**config.mk**
```make
export PLATFORM = sky130hd
export DESIGN_NAME = fpu_req_dispatcher
export DESIGN_NICKNAME = d
export VERILOG_FILES = /design/src/rtl/fpu_req_dispatcher.sv
export SDC_FILE = /design/constraint.sdc
export NUM_CORES = 1
export LEC_CHECK = 0
export ABC_AREA = 0
export CAP_MARGIN = 10
export CORE_UTILIZATION = 45
export DETAILED_ROUTE_END_ITERATION = 12
export PLACE_DENSITY = 0.77
export RECOVER_POWER = 50
export SLEW_MARGIN = 20
export SYNTH_ARGS = -nofsm -noshare
export SYNTH_HDL_FRONTEND = slang
export SYNTH_SLANG_ARGS = --single-unit
```
**constraint.sdc**
```tcl
create_clock -name clk_i -period 3.75 [get_ports clk_i]
set_clock_uncertainty 0.2 [all_clocks]
set_input_delay 0.375 -clock clk_i [delete_from_list [all_inputs] [get_ports clk_i]]
set_output_delay 0.375 -clock clk_i [all_outputs]
set_load 0.02 [all_outputs]
```
**src/rtl/fpu_req_dispatcher.sv**
```systemverilog
// Shares one FPU among NUM_CH requesters: round-robin request arbitration, tag-routed
// per-channel response FIFOs, and credits that keep the FPU result port free of back-pressure.
module fpu_req_dispatcher_chk #(
   parameter int NUM_CH = 4
) (
   input  logic              clk_i,
   input  logic              rst_i,
   input  logic [NUM_CH-1:0] inv_ok_i
);
   // credit + outstanding + buffered must always sum to DEPTH on every channel
   a_credit_conservation: assert property (@(posedge clk_i) disable iff (rst_i) (&inv_ok_i));
endmodule

module fpu_req_dispatcher #(
   parameter int WIDTH        = 16,
   parameter int NUM_OPERANDS = 3,
   parameter int NUM_CH       = 4,
   parameter int DEPTH        = 4,
   parameter int TAG_W        = $clog2(NUM_CH)
) (
   input  logic                             clk_i,
   input  logic                             rst_i,
   input  logic [NUM_CH-1:0]                ch_req_valid_i,
   output logic [NUM_CH-1:0]                ch_req_ready_o,
   input  logic [NUM_CH*NUM_OPERANDS*WIDTH-1:0] ch_operands_i,
   input  logic [NUM_CH*4-1:0]              ch_op_i,
   input  logic [NUM_CH*3-1:0]              ch_rnd_i,
   output logic [NUM_CH-1:0]                ch_rsp_valid_o,
   input  logic [NUM_CH-1:0]                ch_rsp_ready_i,
   output logic [NUM_CH*WIDTH-1:0]          ch_result_o,
   output logic [NUM_CH*5-1:0]              ch_status_o,
   output logic                             fpu_in_valid_o,
   input  logic                             fpu_in_ready_i,
   output logic [NUM_OPERANDS*WIDTH-1:0]    fpu_operands_o,
   output logic [3:0]                       fpu_op_o,
   output logic [2:0]                       fpu_rnd_o,
   output logic [TAG_W-1:0]                 fpu_tag_o,
   input  logic                             fpu_out_valid_i,
   output logic                             fpu_out_ready_o,
   input  logic [WIDTH-1:0]                 fpu_result_i,
   input  logic [4:0]                       fpu_status_i,
   input  logic [TAG_W-1:0]                 fpu_tag_i,
   output logic                             busy_o,
   output logic                             err_tag_o
);
   localparam int CNT_W = $clog2(DEPTH + 1);
   localparam int PTR_W = (DEPTH > 1) ? $clog2(DEPTH) : 1;
   localparam int OPS_W = NUM_OPERANDS * WIDTH;
   localparam int ENT_W = WIDTH + 5;

   function automatic logic [PTR_W-1:0] f_ptr_inc(input logic [PTR_W-1:0] p);
      return (p == PTR_W'(DEPTH - 1)) ? '0 : p + PTR_W'(1);
   endfunction

   logic [CNT_W-1:0]  r_credit [NUM_CH];
   logic [CNT_W-1:0]  r_outst  [NUM_CH];
   logic [CNT_W-1:0]  r_count  [NUM_CH];
   logic [PTR_W-1:0]  r_wptr   [NUM_CH];
   logic [PTR_W-1:0]  r_rptr   [NUM_CH];
   logic [ENT_W-1:0]  r_mem    [NUM_CH][DEPTH];
   logic [TAG_W-1:0]  r_rr_ptr;
   logic              r_err_tag;

   logic [NUM_CH-1:0] w_elig;
   logic [NUM_CH-1:0] w_gnt;
   logic [NUM_CH-1:0] w_acc;
   logic [NUM_CH-1:0] w_push;
   logic [NUM_CH-1:0] w_pop;
   logic [NUM_CH-1:0] w_tag_hit;
   logic [NUM_CH-1:0] w_rsp_valid;
   logic [NUM_CH-1:0] w_inv_ok;
   logic [TAG_W-1:0]  w_gnt_idx;
   logic [TAG_W-1:0]  w_scan_idx;
   logic              w_any;
   logic              w_busy;

   // Per-channel eligibility, result routing and FIFO pop decode
   always_comb begin
      w_elig      = '0;
      w_tag_hit   = '0;
      w_rsp_valid = '0;
      w_pop       = '0;
      w_push      = '0;
      w_busy      = 1'b0;
      w_inv_ok    = '0;
      for (int c = 0; c < NUM_CH; c++) begin
         w_elig[c]      = !rst_i && ch_req_valid_i[c] && (r_credit[c] != '0);
         w_tag_hit[c]   = (fpu_tag_i == TAG_W'(c));
         w_rsp_valid[c] = !rst_i && (r_count[c] != '0);
         w_pop[c]       = w_rsp_valid[c] && ch_rsp_ready_i[c];
         w_push[c]      = !rst_i && fpu_out_valid_i && w_tag_hit[c] && (r_outst[c] != '0);
         w_busy         = w_busy | (r_credit[c] != CNT_W'(DEPTH));
         w_inv_ok[c]    = ({2'b00, r_credit[c]} + {2'b00, r_outst[c]} + {2'b00, r_count[c]})
                          == (CNT_W + 2)'(DEPTH);
      end
   end

   // Round-robin search: first eligible channel at or after the pointer
   always_comb begin
      w_any      = 1'b0;
      w_gnt_idx  = '0;
      w_scan_idx = '0;
      for (int i = 0; i < NUM_CH; i++) begin
         w_scan_idx = TAG_W'((int'(r_rr_ptr) + i) % NUM_CH);
         if (!w_any && w_elig[w_scan_idx]) begin
            w_any     = 1'b1;
            w_gnt_idx = w_scan_idx;
         end else begin
            w_any     = w_any;
         end
      end
   end

   // Granted channel drives the FPU request buses (grant is one-hot, so AND-OR mux)
   always_comb begin
      w_gnt          = '0;
      w_acc          = '0;
      fpu_operands_o = '0;
      fpu_op_o       = 4'b0000;
      fpu_rnd_o      = 3'b000;
      for (int c = 0; c < NUM_CH; c++) begin
         w_gnt[c]       = w_any && (w_gnt_idx == TAG_W'(c));
         w_acc[c]       = w_gnt[c] && fpu_in_ready_i;
         fpu_operands_o = fpu_operands_o | ({OPS_W{w_gnt[c]}} & ch_operands_i[c*OPS_W +: OPS_W]);
         fpu_op_o       = fpu_op_o  | ({4{w_gnt[c]}} & ch_op_i[c*4 +: 4]);
         fpu_rnd_o      = fpu_rnd_o | ({3{w_gnt[c]}} & ch_rnd_i[c*3 +: 3]);
      end
   end

   // Response heads, zeroed while a channel has nothing to offer
   always_comb begin
      ch_result_o = '0;
      ch_status_o = '0;
      for (int c = 0; c < NUM_CH; c++) begin
         ch_result_o[c*WIDTH +: WIDTH] = {WIDTH{w_rsp_valid[c]}} & r_mem[c][r_rptr[c]][WIDTH-1:0];
         ch_status_o[c*5 +: 5]         = {5{w_rsp_valid[c]}} & r_mem[c][r_rptr[c]][ENT_W-1:WIDTH];
      end
   end

   assign ch_req_ready_o  = w_acc;
   assign fpu_in_valid_o  = w_any;
   assign fpu_tag_o       = w_gnt_idx;
   assign fpu_out_ready_o = !rst_i;
   assign ch_rsp_valid_o  = w_rsp_valid;
   assign busy_o          = !rst_i && w_busy;
   assign err_tag_o       = r_err_tag;

   // Credit/outstanding/occupancy counters, FIFO pointers, RR pointer, sticky tag error
   always_ff @(posedge clk_i) begin
      if (rst_i) begin
         for (int c = 0; c < NUM_CH; c++) begin
            r_credit[c] <= CNT_W'(DEPTH);
            r_outst[c]  <= '0;
            r_count[c]  <= '0;
            r_wptr[c]   <= '0;
            r_rptr[c]   <= '0;
         end
         r_rr_ptr  <= '0;
         r_err_tag <= 1'b0;
      end else begin
         for (int c = 0; c < NUM_CH; c++) begin
            r_credit[c] <= r_credit[c] - CNT_W'(w_acc[c]) + CNT_W'(w_pop[c]);
            r_outst[c]  <= r_outst[c] + CNT_W'(w_acc[c]) - CNT_W'(w_push[c]);
            r_count[c]  <= r_count[c] + CNT_W'(w_push[c]) - CNT_W'(w_pop[c]);
            if (w_push[c]) r_wptr[c] <= f_ptr_inc(r_wptr[c]);
            if (w_pop[c])  r_rptr[c] <= f_ptr_inc(r_rptr[c]);
         end
         if (w_any && fpu_in_ready_i)
            r_rr_ptr <= (w_gnt_idx == TAG_W'(NUM_CH - 1)) ? '0 : w_gnt_idx + TAG_W'(1);
         if (fpu_out_valid_i && (w_push == '0))
            r_err_tag <= 1'b1;
      end
   end

   // FIFO storage, written at the tail of the tagged channel
   always_ff @(posedge clk_i) begin
      for (int c = 0; c < NUM_CH; c++) begin
         if (w_push[c]) r_mem[c][r_wptr[c]] <= {fpu_status_i, fpu_result_i};
      end
   end

   fpu_req_dispatcher_chk #(.NUM_CH(NUM_CH)) u_chk (
      .clk_i    (clk_i),
      .rst_i    (rst_i),
      .inv_ok_i (w_inv_ok)
   );
endmodule

```
==> results by group <==
Synth
  • Top-count cell post-synth: edfxtp_1
  • Async SR Flop Fraction: 0
  • Simple-gate share of the synthesized area: 0.0706
  • Main synth FF type: edfxtp_1
  • Post-synthesis cell type count: 51
  • Top cells by area, synth: edfxtp_1 (61%), mux4_2 (11%), a22oi_1 (4.8%), dfxtp_1 (4.5%), and2_1 (3.6%)
  • Synth warn: 0
  • Largest area contributor in the netlist: edfxtp_1
  • Number of synthesized register bits: 391
  • XOR/XNOR Fraction of Synth Area: 0.0127
  • Top cells by count, synth: edfxtp_1 (352), a22oi_1 (110), and2_1 (100), mux4_2 (84), a21oi_1 (59)
  • Synth top area share: 0.613
  • Cells after Synth: 1,066
  • Syn avg cell area: 16.2 um^2
  • Synth Area in Compound Gates: 0.0736
  • Synth Area in Adders: 0.0473
  • Proportion of synthesized area in mux cells: 0.110
  • Largest family of logic cells by synthesized area: multiplexers
  • Synthesized area: 17,200 um^2
  • Post-synth EDFFs: 352
  • Syn_nets: 1,379
  • Sequential fraction of the synthesis area: 0.658

Floorplan
  • Die Ht: 198 um
  • FP Rows: 71
  • Core ar.: 37,700 um^2
  • Initial Util: 0.458
  • Die width: 198 um
  • Die area: 39,100 um^2
  • I/O pins: 408

GRT
  • Largest net degree at the start of global routing: 58
  • Vias in the first global route: 11.8k
  • Antenna violations before repair: 4
  • Grt total ovfl: 0
  • Gr usage total: 0.275
  • First-pass GRT wire length: 76,400 um

Timing
  • Period utilization: 0.980
  • RSZ-0062 raised after global routing: true
  • Fin crit period: 3.67 ns
  • Final setup TNS: 0 ns
  • Max_slew headroom: 0.00426
  • Worst-Margin Slew: 1.49 ns
  • Final hold viol count: 0
  • Final-report max-slew violation count: 0
  • F_max: 272 MHz
  • Final number of setup-violating endpoints: 0

Worst setup path
  • WP buf/inv: 2
  • Top cell family by delay on the critical path: buffers and inverters
  • Type of the worst setup path: flop to output pin
  • Crit Path Max Fanout: 12
  • Worst path arrival time: 3.10 ns
  • Startpoint types: flop
  • Worst EP required: 3.17 ns
  • Critical path cell sequence: clkbuf_1 -> mux4_2 -> and2_1 -> clkdlybuf4s50_1
  • Critical Path Max Stage Delay: 0.71 ns
  • CP Capture Type: output pin
  • Slowest-stage cell, CP: edfxtp_1

Clocking
  • Clock slew at reported path FFs: 0.06 ns
  • CTS H-tree lvls: 2
  • CTS tree: yes
  • Sink Count: 391
  • Worst-skew pair later-pin latency: 0.52 ns
  • Root Buffer: clkbuf_16
  • CTS Buf Count: 39
  • Max Root-Sink Buffers: 3

Detailed routing
  • ANT nets after route: 0
  • Routed via count: 11.7k
  • Vias/cell: 5.65
  • DRT iter0 DRCs: 1,072
  • Routed len/inst: 26.1 um
  • Drt total wl: 54,300 um
  • DRC: 0
  • 1st-pass router iterations: 5

Pwr
  • Cell area power density: 543 nW/um^2
  • Leakage: 8.39 nW
  • Worst vdd ir: 336 uV

Placed design
  • Port bufs: 407
  • Final GP Congestion: 1.00
  • DP HPWL: 39,400 um

Finish
  • Fin nets: 1,851
  • Share of post-route cells with drive strength above 1: 0.172
  • Area delta synth->final: 37.6%
  • Seq. cell area: 11,400 um^2
  • Post-layout util: 0.630
  • Fill cells: 2,783
  • Multi-input logic area: 5520 um^2

Job
  • Max-cap violations: 0

Status
  • Run status: complete, no violations

Hold path
  • Hold Crit Class: input pin to flop
-- worst reg2reg max path: cells and delay by family (launching register included) --
kind,cells,cell delay [ns]
fa+ha+maj,4,1.10
simple gates,4,0.63
compound gates,3,0.50
flops,1,0.35
buf+inv,2,0.20
xor+xnor,1,0.17
-- cell usage in the layout (no fill, tap or decap), types with 3 or more instances in the layout --
master / Yosys / layout
a21oi_1: 59 / 54
a21oi_2: 0 / 5
a22oi_1: 110 / 109
and2_1: 100 / 99
and3_1: 5 / 4
buf_12: 0 / 14
buf_4: 4 / 82
bufinv_16: 0 / 3
clkbuf_1: 44 / 15
clkbuf_16: 0 / 40
clkdlybuf4s50_1: 0 / 324
clkinv_1: 0 / 7
clkinv_2: 0 / 8
dfxtp_1: 39 / 35
dfxtp_2: 0 / 4
dlygate4sd2_1: 0 / 35
dlygate4sd3_1: 0 / 24
edfxtp_1: 352 / 352
fa_1: 12 / 12
ha_1: 46 / 42
inv_1: 55 / 54
mux4_2: 84 / 84
nand2_1: 16 / 16
nor2_1: 21 / 21
nor2b_1: 18 / 18
nor3_1: 12 / 11
nor3_4: 0 / 3
nor3b_1: 9 / 8
nor4_1: 4 / 4
xnor2_1: 19 / 19
xor2_1: 6 / 6
-- final timing paths --
path                                      from        endpoint  slack [ns]  depth (start not counted)
worst max-delay path              r_rptr[0][3]  ch_status_o[9]        0.08                          4
worst min-delay path                     rst_i       err_tag_o         0.1                          3
worst max register to register  r_credit[0][2]  r_credit[1][2]        0.48                         14
worst min register to register       err_tag_o       err_tag_o        0.27                          1
-- logic make-up after synthesis --
| group | Yosys count |
|---|---|
| flops | 391 |
| simple gates | 204 |
| xor+xnor | 25 |
| compound gates | 186 |
| mux | 84 |
| buf+inv | 118 |
| fa+ha+maj | 58 |
-- power by group --
group | total [mW] | internal [mW] | switching, mW | leakage [nW]
logic | 4.14 | 1.91 | 2.23 | 4.28
registers | 5.01 | 4.88 | 0.135 | 3.50
clock network | 3.73 | 2.17 | 1.57 | 0.604
-- metrics by stage --
step                total power [mW]  hold slack (ns)  instances  cell area (um^2)  worst slack, ns
finish                          12.9           0.0998       2079             23700           0.0764
global route                    13.4            0.112       2078             23700          -0.0340
CTS                             12.9           0.0691       2077             23700          0.00111
detailed placement              9.29            0.258       2007             22500          -0.0939
global placement                9.22            0.254       2007             22500          -0.0122
floorplan                       7.11            0.274       1066             17300          0.00390
-- registers in the layout (all words and copies together) (netlist names) --
register and flops:
r_mem 336, r_count 12, r_credit 12, r_outst 12, r_rptr 8, r_wptr 8, r_rr_ptr 2, err_tag_o 1
-- layout make-up --
type | count | area share
well taps | 511 | 0.0269
clock inverters | 23 | 0.00870
multi-input cells | 557 | 0.233
clock buffers | 46 | 0.0431
repair buffers | 492 | 0.201
flip-flops and latches | 391 | 0.479
diodes | 2 | 0.000211
inverters | 57 | 0.00912
-- layer usage --
layer  track usage  wire length (um)  up-vias
met2         0.474             27800      633
met1         0.343             20500     5941
met4         0.113              2230        2
met5             0                12        -
li1              -                 -     5087
met3        0.0496              3780       82
-- what timing repair did --
item | in CTS | in global routing
pin swaps | 2 | 3
buffers inserted | 0 | 0
endpoints found under the setup margin | 51 | 30
endpoints found under the hold margin | 2 | 0
resized for setup | 44 | 17
hold buffers | 1 | 0
Power figures use the tool's default switching activity.
==> edit, RTL diff (same flow settings) <==
Make the reset (`rst_i`) asynchronous in one clocked block.
--- a/src/rtl/fpu_req_dispatcher.sv
+++ b/src/rtl/fpu_req_dispatcher.sv
@@ -147,5 +147,5 @@
 
    // Credit/outstanding/occupancy counters, FIFO pointers, RR pointer, sticky tag error
-   always_ff @(posedge clk_i) begin
+   always_ff @(posedge clk_i or posedge rst_i) begin
       if (rst_i) begin
          for (int c = 0; c < NUM_CH; c++) begin
Formal check against the unedited RTL: differs if rst_i is asserted again (counterexample within 4 cycles, from zero or initial values and one cycle with rst_i high); with rst_i held inactive, the same outputs for 4 cycles.
==> edit against the unedited design <==
Power increased by 26%; critical path type unchanged; cell count fell by 1.2%; cell area is 1.7% higher; register-to-register slack worse by 130 ps; synthesized cell count down 2.6%; via count fell by 3.8%; largest power group is now combinational logic; worst setup slack got worse by 43 ps; synthesized area rose by 0.52%; maximum frequency down 1.2%; worst hold slack gained 210 ps; sequential cell count unchanged; routed wire length is 10% lower; highest routed layer unchanged.
==> edit: results (changes against the unedited design) <==
[finish]
nets = 1819  ; -1.7%
fin_cells = 2054  ; -1.2%
final_layout_size_suffix_gt1_share_pct = 25.6  ; +8.4 points

[setup_path]
cp-endpoint = fpu_operands_o[8]
cpPeakStageDelay_ps = 440  ; -270 ps
cp.arrival_ps = 3140  ; +40 ps
crit_family = compound AO/OA/AOI/OAI gates
slowest_stage = dfrtp_1
r2r_end = r_credit[11]
r2r_start = r_credit[11]
cp_max_fo = 19  ; +7
worstRegToRegCells = 14  ; unchanged
r2r_slack_ps = 350  ; -130 ps
cp-startpoint = r_credit[9]

[yosys]
synthArstFlopShare_pct = 14.1  ; +14 points
synth_commonest_cells = edfxtp_1 (336), a22oi_1 (110), and2_1 (103)
ys_seq_area_share_pct = 66.2  ; +0.35 points
synth_cell_type_count = 50  ; -2.0%
synth-xor-area-share_pct = 1.57  ; +0.30 points
syn_inst = 1038  ; -2.6%
synthTopCellsByArea = edfxtp_1 (58%), mux4_2 (11%), dfrtp_1 (7.4%), a22oi_1 (4.8%), and2_1 (3.7%)
synth_fp_nets = 1346  ; -2.4%
synth_compound_area_share_pct = 8.11  ; +0.76 points
synthMuxAreaShare_pct = 11.5  ; +0.53 points
synthAdderAreaFrac_pct = 4.35  ; -0.39 points
synth_edf_count = 336  ; -4.5%

[power]
p_leak_nw = 8.51  ; +1.4%
peakVddDrop_mv = 0.458  ; +36%

[grt]
gr-usage-all-layers_pct = 24.1  ; -3.4 points
grt_start_max_net_pins = 57  ; -1.7%
antenna_found_initial = 4  ; unchanged
grt_pass1_wl_um = 69700  ; -8.9%

[timing]
worst_pin_slew_ps = 989  ; -504 ps

[drt]
firstDrtPassIters = 5  ; unchanged
vias = 11295  ; -3.8%
wire_per_inst_um = 23.7  ; -9.2%
drtIter0Drc = 1050  ; -2.1%

[clocking]
clk_path_buf_depth = 3  ; unchanged
path_clk_slew_ps = 60  ; about the same
cts-buffers-inserted = 41  ; +5.1%
cts.htree.levels = 2  ; unchanged
root_buffer = clkbuf_16
insertion_delay_ps = 530

[placed_design]
place_inst = 1972  ; -1.7%
place_congestion = 0.842  ; -16%
dp_hpwl_um = 34200  ; -13%

[outcome]
status = finished, final reports clean

[hold_path]
hold_path.class = register to register

==> edit: cell count changes in the layout (fill, tap and decap cells not counted), moves of 16 or more <==
cell,unedited run,this run
a21oi_2,5,51
a22oi_1,109,91
dlygate4sd2_1,35,8
dfxtp_1,35,0
a22oi_2,1,19
clkbuf_2,0,27
a21oi_1,54,4
nor2b_1,18,0
dfrtp_1,0,49
edfxtp_1,352,336
==> edit: layer usage <==
metal,vias up,part of all wire [%],track usage (%)
li1,4995,-,-
met1,5730,42,33.9
met2,494,48,37.9
met3,70,8.1,5.72
met4,6,1.7,5.63
met5,-,0.24,1.79
==> edit: logic make-up (layout without fill, tap and decap cells) <==
kind of cell / after synthesis / in the layout
AO/OA/AOI/OAI: 194 / 194
XOR/XNOR: 31 / 31
adder cells (fa/ha/maj): 53 / 53
buffers and inverters: 115 / 616
flip-flops: 391 / 391
multiplexers: 93 / 93
other: 0 / 3
AND/OR/NAND/NOR: 161 / 162
==> edit: stage by stage <==
step	hold WS (ps)	setup slack [ps]	cell area (µm²)
6_report	312	33.5	24100
5_1_grt	328	-59.7	24100
4_1_cts	306	-6.85	24100
3_5_place_dp	295	-270	22700
3_3_place_gp	287	-204	22700
2_1_floorplan	274	-122	17600
==> edit: cell type report <==
type / count / area (µm²)
fillers: 2606 / 13600
flip-flops and latches: 391 / 11500
multi-input cells: 533 / 5750
repair buffers: 493 / 4730
clock buffers: 51 / 1100
well taps: 511 / 639
clock inverters: 21 / 226
inverters: 51 / 195
diodes: 3 / 7.51
==> edit: report_power, final <==
group / total, mW / internal [mW] / switching [mW]
combinational: 6.79 / 3.28 / 3.51
sequential: 5.50 / 5.18 / 0.317
clock: 3.99 / 2.37 / 1.61
total: 16.3 / 10.8 / 5.44
==> edit: how the worst min path moves through the flow <==
stage               slack (ps)  cells after the start             from          end
floorplan                  270                      0  fpu_result_i[0]  r_mem[0][0]
global placement           290                      1       r_count[6]   r_count[6]
detailed placement         290                      1      r_credit[8]  r_credit[8]
CTS                        310                      1      r_credit[5]  r_credit[5]
global route               330                      1       r_count[0]   r_count[0]
finish                     310                      1        err_tag_o    err_tag_o
==> edit: worst register-to-register path, stage by stage, from the launching register on <==
cell and delay [ps]:
dfstp_2 580, nor3_4 70, buf_4 150, a2111oi_4 340, o32ai_2 160, nand2_2 130, ha_2 200, buf_12 190
o211ai_2 200, xnor2_1 210, ha_1 160, inv_1 50, fa_1 370, xnor2_1 180, xnor2_1 150
==> edit: repair_timing <==
action | 4_1_cts | 5_1_grt
pin swaps | 5 | 7
gates resized for setup | 123 | 64
buffers inserted | 1 | 5
endpoints found under the setup margin | 58 | 53
cloned | 1 | 0
